<file path="config.mk">
export PLATFORM = sky130hd
export DESIGN_NAME = video_xbar
export DESIGN_NICKNAME = d
export VERILOG_FILES = /design/src/rtl/video_xbar.sv
export SDC_FILE = /design/constraint.sdc
export NUM_CORES = 1
export LEC_CHECK = 0
export ABC_AREA = 1
export CAP_MARGIN = 20
export CORE_ASPECT_RATIO = 0.75
export CORE_UTILIZATION = 25
export CTS_CLUSTER_SIZE = 20
export DETAILED_ROUTE_END_ITERATION = 8
export MAX_ROUTING_LAYER = met4
export PLACE_DENSITY = 0.55
export SETUP_SLACK_MARGIN = 0.05
export SYNTH_ARGS = -nofsm -noshare
export SYNTH_HDL_FRONTEND = slang
export SYNTH_SLANG_ARGS = --single-unit
</file>
<file path="constraint.sdc">
create_clock -name pclk -period 1.41 [get_ports pclk]
set_clock_uncertainty 0.2 [all_clocks]
set_input_delay 0.282 -clock pclk [delete_from_list [all_inputs] [get_ports pclk]]
set_output_delay 0.282 -clock pclk [all_outputs]
set_load 0.01 [all_outputs]
</file>
<file path="src/rtl/video_xbar.sv">
// N_IN x N_OUT pixel-stream crossbar with frame-boundary source switching.
// Optional: VIDEO_XBAR_FRAMESYNC_EN makes commits wait for the new source's vsync edge.
module video_xbar #(
    parameter int N_IN   = 2,
    parameter int N_OUT  = 2,
    parameter int DW     = 24,
    parameter int SELW   = 1,
    parameter int PORTW  = 1,
    parameter bit HS_POL = 1'b1,
    parameter bit VS_POL = 1'b1
) (
    input  logic                  pclk,
    input  logic                  rst_n,
    input  logic [N_IN*DW-1:0]    in_rgb,
    input  logic [N_IN-1:0]       in_de,
    input  logic [N_IN-1:0]       in_hsync,
    input  logic [N_IN-1:0]       in_vsync,
    input  logic [N_IN-1:0]       in_rdy,
    input  logic                  sel_wr,
    input  logic [PORTW-1:0]      sel_port,
    input  logic [SELW-1:0]       sel_src,
    output logic                  sel_err,
    output logic [N_OUT*DW-1:0]   out_rgb,
    output logic [N_OUT-1:0]      out_de,
    output logic [N_OUT-1:0]      out_hsync,
    output logic [N_OUT-1:0]      out_vsync,
    output logic [N_OUT*SELW-1:0] out_src,
    output logic [N_OUT-1:0]      out_pending
);

    localparam int NSRC = 2**SELW;
    localparam logic [PORTW:0] NOUT_L = (PORTW+1)'(N_OUT);
    localparam logic [SELW:0]  NIN_L  = (SELW+1)'(N_IN);

    typedef enum logic {S_IDLE, S_PEND} st_t;

    // Source vectors padded to the full select range so any select value indexes safely.
    logic [DW-1:0]   w_rgb [NSRC];
    logic [NSRC-1:0] w_de, w_hs, w_vs, w_rdy;
`ifdef VIDEO_XBAR_FRAMESYNC_EN
    logic [NSRC-1:0] w_edge;
`endif

    for (genvar i = 0; i < NSRC; i++) begin : g_src
        if (i < N_IN) begin : g_real
            assign w_rgb[i] = in_rgb[i*DW +: DW];
            assign w_de[i]  = in_de[i];
            assign w_hs[i]  = in_hsync[i];
            assign w_vs[i]  = in_vsync[i];
            assign w_rdy[i] = in_rdy[i];
`ifdef VIDEO_XBAR_FRAMESYNC_EN
            logic r_vs_d;
            always_ff @(posedge pclk or negedge rst_n) begin
                if (!rst_n) r_vs_d <= ~VS_POL;
                else        r_vs_d <= in_vsync[i];
            end
            assign w_edge[i] = (in_vsync[i] == VS_POL) && (r_vs_d != VS_POL);
`endif
        end else begin : g_pad
            assign w_rgb[i] = '0;
            assign w_de[i]  = 1'b0;
            assign w_hs[i]  = 1'b0;
            assign w_vs[i]  = 1'b0;
            assign w_rdy[i] = 1'b0;
`ifdef VIDEO_XBAR_FRAMESYNC_EN
            assign w_edge[i] = 1'b0;
`endif
        end
    end

    logic w_wr_ok;
    logic r_sel_err;

    assign w_wr_ok = sel_wr && ({1'b0, sel_port} < NOUT_L) && ({1'b0, sel_src} < NIN_L);

    always_ff @(posedge pclk or negedge rst_n) begin
        if (!rst_n) r_sel_err <= 1'b0;
        else        r_sel_err <= sel_wr && !w_wr_ok;
    end
    assign sel_err = r_sel_err;

    for (genvar j = 0; j < N_OUT; j++) begin : g_out
        st_t            r_st, w_st_nxt;
        logic [SELW-1:0] r_cur, r_pend, w_sel;
        logic            w_wr_me, w_commit;
        logic [DW-1:0]   r_rgb;
        logic            r_de, r_hs, r_vs;

        assign w_wr_me = w_wr_ok && (sel_port == PORTW'(j));
`ifdef VIDEO_XBAR_FRAMESYNC_EN
        // A dead source is committed at once; waiting for its vsync would stall forever.
        assign w_commit = (r_st == S_PEND) && (w_edge[r_pend] || !w_rdy[r_pend]);
`else
        assign w_commit = (r_st == S_PEND);
`endif
        assign w_sel = w_commit ? r_pend : r_cur;

        always_comb begin
            w_st_nxt = r_st;
            case (r_st)
                S_IDLE:  if (w_wr_me) w_st_nxt = S_PEND;
                S_PEND:  if (w_commit && !w_wr_me) w_st_nxt = S_IDLE;
                default: w_st_nxt = S_IDLE;
            endcase
        end

        always_ff @(posedge pclk or negedge rst_n) begin
            if (!rst_n) begin
                r_st   <= S_IDLE;
                r_cur  <= '0;
                r_pend <= '0;
                r_rgb  <= '0;
                r_de   <= 1'b0;
                r_hs   <= ~HS_POL;
                r_vs   <= ~VS_POL;
            end else begin
                r_st <= w_st_nxt;
                if (w_commit) r_cur  <= r_pend;
                if (w_wr_me)  r_pend <= sel_src;
                if (w_rdy[w_sel]) begin
                    r_rgb <= w_rgb[w_sel];
                    r_de  <= w_de[w_sel];
                    r_hs  <= w_hs[w_sel];
                    r_vs  <= w_vs[w_sel];
                end else begin
                    r_rgb <= '0;
                    r_de  <= 1'b0;
                    r_hs  <= ~HS_POL;
                    r_vs  <= ~VS_POL;
                end
            end
        end

        assign out_rgb[j*DW +: DW]     = r_rgb;
        assign out_de[j]               = r_de;
        assign out_hsync[j]            = r_hs;
        assign out_vsync[j]            = r_vs;
        assign out_src[j*SELW +: SELW] = r_cur;
        assign out_pending[j]          = (r_st == S_PEND);
    end

endmodule

</file>
==> results <==
- The clock transition at the registers of the reported paths is 0.06 ns.
- The final setup TNS is -0.109 ns.
- The post-synthesis cell type count is 14.
- The power density over the cells is 1290 mW/mm^2.
- The final cell area excluding filler cells is 0.00491 mm^2.
- The final worst-path setup slack is -0.0187 ns.
- The top cell type by area accounts for 51.3% of the synthesized area.
- The critical path goes through buf_6.
- After technology mapping, the gate count stands at 398.
- CTS placed an instance of clkbuf_16 at the clock tree root.
- The number of design rule violations left after detail routing is 0.
- The biggest fanout along the worst timing path is 4.
- After detailed routing, the average wire length per cell comes to between 10 and 15 um.
- The kind of path behind the tightest hold check is input port to asynchronous set/reset pin.
- The register area is 0.00150 mm^2.
- After the first detailed-routing iteration, the DRC count stood at 130.
- After synthesis, the cell types taking the most area are dfrtp_1, nand2_1, inv_1.
- The number of placed I/O pins is 120.
- Cells fill 44.0% of the core in the end.
- The startpoint-to-endpoint class of the critical path is flip-flop to output port.
- The initial antenna violation count came to 0.
- The routed layout has 2795 vias.
- The highest ir drop seen on vdd is between 600 and 700 uV.
- The fraction of power consumed by the clock network is between 30% and 40%.
- The placed wire-length estimate after detailed placement is approximately 6500 um.
- The minimum clock period after layout is 1.43 ns.
- The arrival time of the worst setup path is roughly 0.95 ns.
- The number of nets at the end of the flow is 590.
- The count of final max-slew check failures is 0.
- The analysis attributes to cell leakage a power of about 2.7 nW.
- The area overhead of the layout relative to synthesis is 67.8%.
- The cell row count is 33.
- The detail route stage leaves a number of antenna-violating nets equal to 0.
- The via count of the first global-routing pass is 2796.
- Data on the critical path is required at its endpoint by slightly above 0.9 ns.
- The number of vias per cell after detailed routing is 4.15.
- The die covers 0.0121 mm^2.
- Synthesis inferred 60 register bits.
- Routability-driven placement finished with a final weighted congestion of 0.789.
- The achievable clock frequency is approximately 700 MHz.
- Per report_power, the sequential group accounts for 33.9% of the total.
- Broken down by cell family, the worst path's largest delay share belongs to flip-flops.
- The first detailed-routing pass ran for 4 iterations.
- In the final layout, the multi-input gates occupy 0.00134 mm^2.
- TritonCTS built the clock tree.
- The average instance area after synthesis is 7.35 um^2.
- The first global-routing pass estimated 14200 um of wire.
- The floorplan die width is 127 um.
- The area of the core is 0.0111 mm^2.
- The number of buffers added by the clock tree synthesis step is 9.
- Once the floorplan was initialized, standard cells occupied 26.2% of the core.
- The tree built by TritonCTS fans out to 60 sinks.
- The share of total power in combinational logic is 34.9%.
- The final period utilization is 101%.
- The worst hold margin is around 0.20 ns.
- The buffer and inverter count on the worst path is 1.
- STA classifies the critical path startpoint as a flip-flop.
- The number of synthesis warnings is 0.
- Setup violations remaining at the end of the flow were counted as 10.
- The largest individual stage delay along the critical path comes from the cell dfrtp_2.
- The net switching power is 0.00210 W.
- The cell taking the most area after synthesis is dfrtp_1.
- Cells with a size suffix above 1 make up 35.2% of the layout.
- The maximum number of pins on one net before global-route repair is 30.
- When the netlist entered floorplanning its net count stood at 459.
- The type of element capturing the critical path is an output port.
- At the later pin of the worst-skew pair, clock insertion delay measures 0.32 ns.
- Port buffering added ~120 buffers.
- The layout filler cell count is between 1000 and 1500.
- Setup repair after global routing could not meet its margin everywhere.
- The repair_antennas step left the layout with diodes totalling 0.
- The internal power is 0.00423 W.
- Max-cap violations in this run came to 0.
- The post-synthesis instance area is 0.00292 mm^2.
- The delay contributed by the slowest stage of the critical path is 0.47 ns.
- The CTS H-tree depth is 3.
- The run finished, with violations left.
- The overall fraction of global-route tracks in use is around 16%.
- The net switching share of the total power is 33.2%.
- The die is around 96 um tall.
- The final global-route overflow total is 0.
- The maximum count of clock buffers along a single path is 2.
- The count of final hold-check violations is 0.
- The final reports fail on negative setup slack.
- After detailed placement, the total cell area comes to 0.00432 mm^2.
- After synthesis, flip-flops and latches occupy 51.3% of the total area.
- The total wire length after detailed routing is between 9000 and 10000 um.
[layout by cell type, fill, tap and decap left out, types with 3 or more instances in the layout]
cell	instances
clkdlybuf4s50_1	59
buf_4	3
nor2_1	16
nand2_1	140
dfrtp_1	58
nand2_4	12
buf_2	56
clkinvlp_4	3
nand3_1	6
inv_1	62
nor2_2	26
buf_12	10
clkbuf_16	12
nor2_4	10
buf_6	10
nand2_8	6
nand2_2	25
[power by group through the flow]
| stage | combinational, W | sequential (W) | clock, W |
|---|---|---|---|
| after floorplan | 0.000769 | 0.00227 | 0 |
| after global placement | 0.00192 | 0.00219 | 0 |
| after detailed placement | 0.00195 | 0.00217 | 0 |
| after CTS | 0.00194 | 0.00215 | 0.00202 |
| after global routing | 0.00241 | 0.00218 | 0.00211 |
| final | 0.00221 | 0.00215 | 0.00198 |
[worst reg2reg max path, stage by stage, from the launching register on]
cell	delay [ns]
dfrtp_2	0.46
inv_4	0.07
nand2_4	0.10
nand3_2	0.14
nand2_8	0.14
clkbuf_16	0.16
nor2_1	0.05
[synth_stat cells, drive strengths merged]
cell   number
dfrtp      60
nand2     183
inv        66
o21ai       2
conb        1
nand3       8
nor2       52
or2         1
buf        25
[path summary, 6_finish.rpt]
kind / start / endpoint / slack, ns / depth (start not counted)
setup / recovery: g_out[1].r_st / out_pending[1] / -0.02 / 1
hold / removal: rst_n / g_out[0].r_rgb[3] / 0.20 / 2
setup reg to reg: g_out[1].r_st / g_out[1].r_rgb[9] / -0.02 / 6
hold reg to reg: g_out[0].r_pend / g_out[0].r_pend / 0.37 / 2
max in group asynchronous: rst_n / g_out[0].r_rgb[21] / 0.36 / 3
min in group pclk: sel_wr / g_out[1].r_st / 0.34 / 3
[state kept, by name, summed over array words and instances, names as in the netlist]
register      cells
g_out.r_de        2
g_out.r_hs        2
g_out.r_cur       2
g_out.r_vs        2
g_out.r_pend      2
g_out.r_st        2
g_out.r_rgb      48
[area by class of cell]
cell class | instances | share of cell area, %
Timing Repair Buffer | 145 | 27.7
Clock inverter | 6 | 0.842
Sequential cell | 60 | 30.7
Tap cell | 140 | 3.57
Inverter | 66 | 5.15
Multi-Input combinational cell | 247 | 27.4
Clock buffer | 10 | 4.67
[cell families (layout without fill, tap and decap cells)]
logic type / after synthesis / in the layout / synth area share (%)
other cells: 1 / 1 / 0.128
flops: 60 / 60 / 51.3
simple gates: 244 / 244 / 32.6
compound gates: 2 / 2 / 0.342
buf+inv: 91 / 227 / 15.6
[what timing repair did]
action,CTS,global route
setup endpoints to repair,112,66
setup buffers,1,1
endpoints found under the hold margin,60,0
gates cloned,3,3
pin swaps,19,8
resized for setup,300,63
hold buffers,1,0
[per-stage QoR]
stage	setup WS, ns	instances	power (W)
floorplan	0.124	398	0.00304
global placement	-0.173	649	0.00411
detailed placement	-0.204	649	0.00412
CTS	-0.0245	670	0.00611
global route	-0.0697	674	0.00670
finish	-0.0187	674	0.00633
[layer usage]
metal | vias up | global-route usage [%] | share of wire (%) | wire length (um)
met1 | 1278 | 21.5 | 47 | 4450
met2 | 119 | 24.3 | 44 | 4160
met5 | - | - | 0 | 0
met4 | 0 | 5.36 | 1.3 | 123
li1 | 1385 | - | - | -
met3 | 13 | 4.99 | 7.7 | 732
No activity file was read; power rests on OpenSTA's default activity.
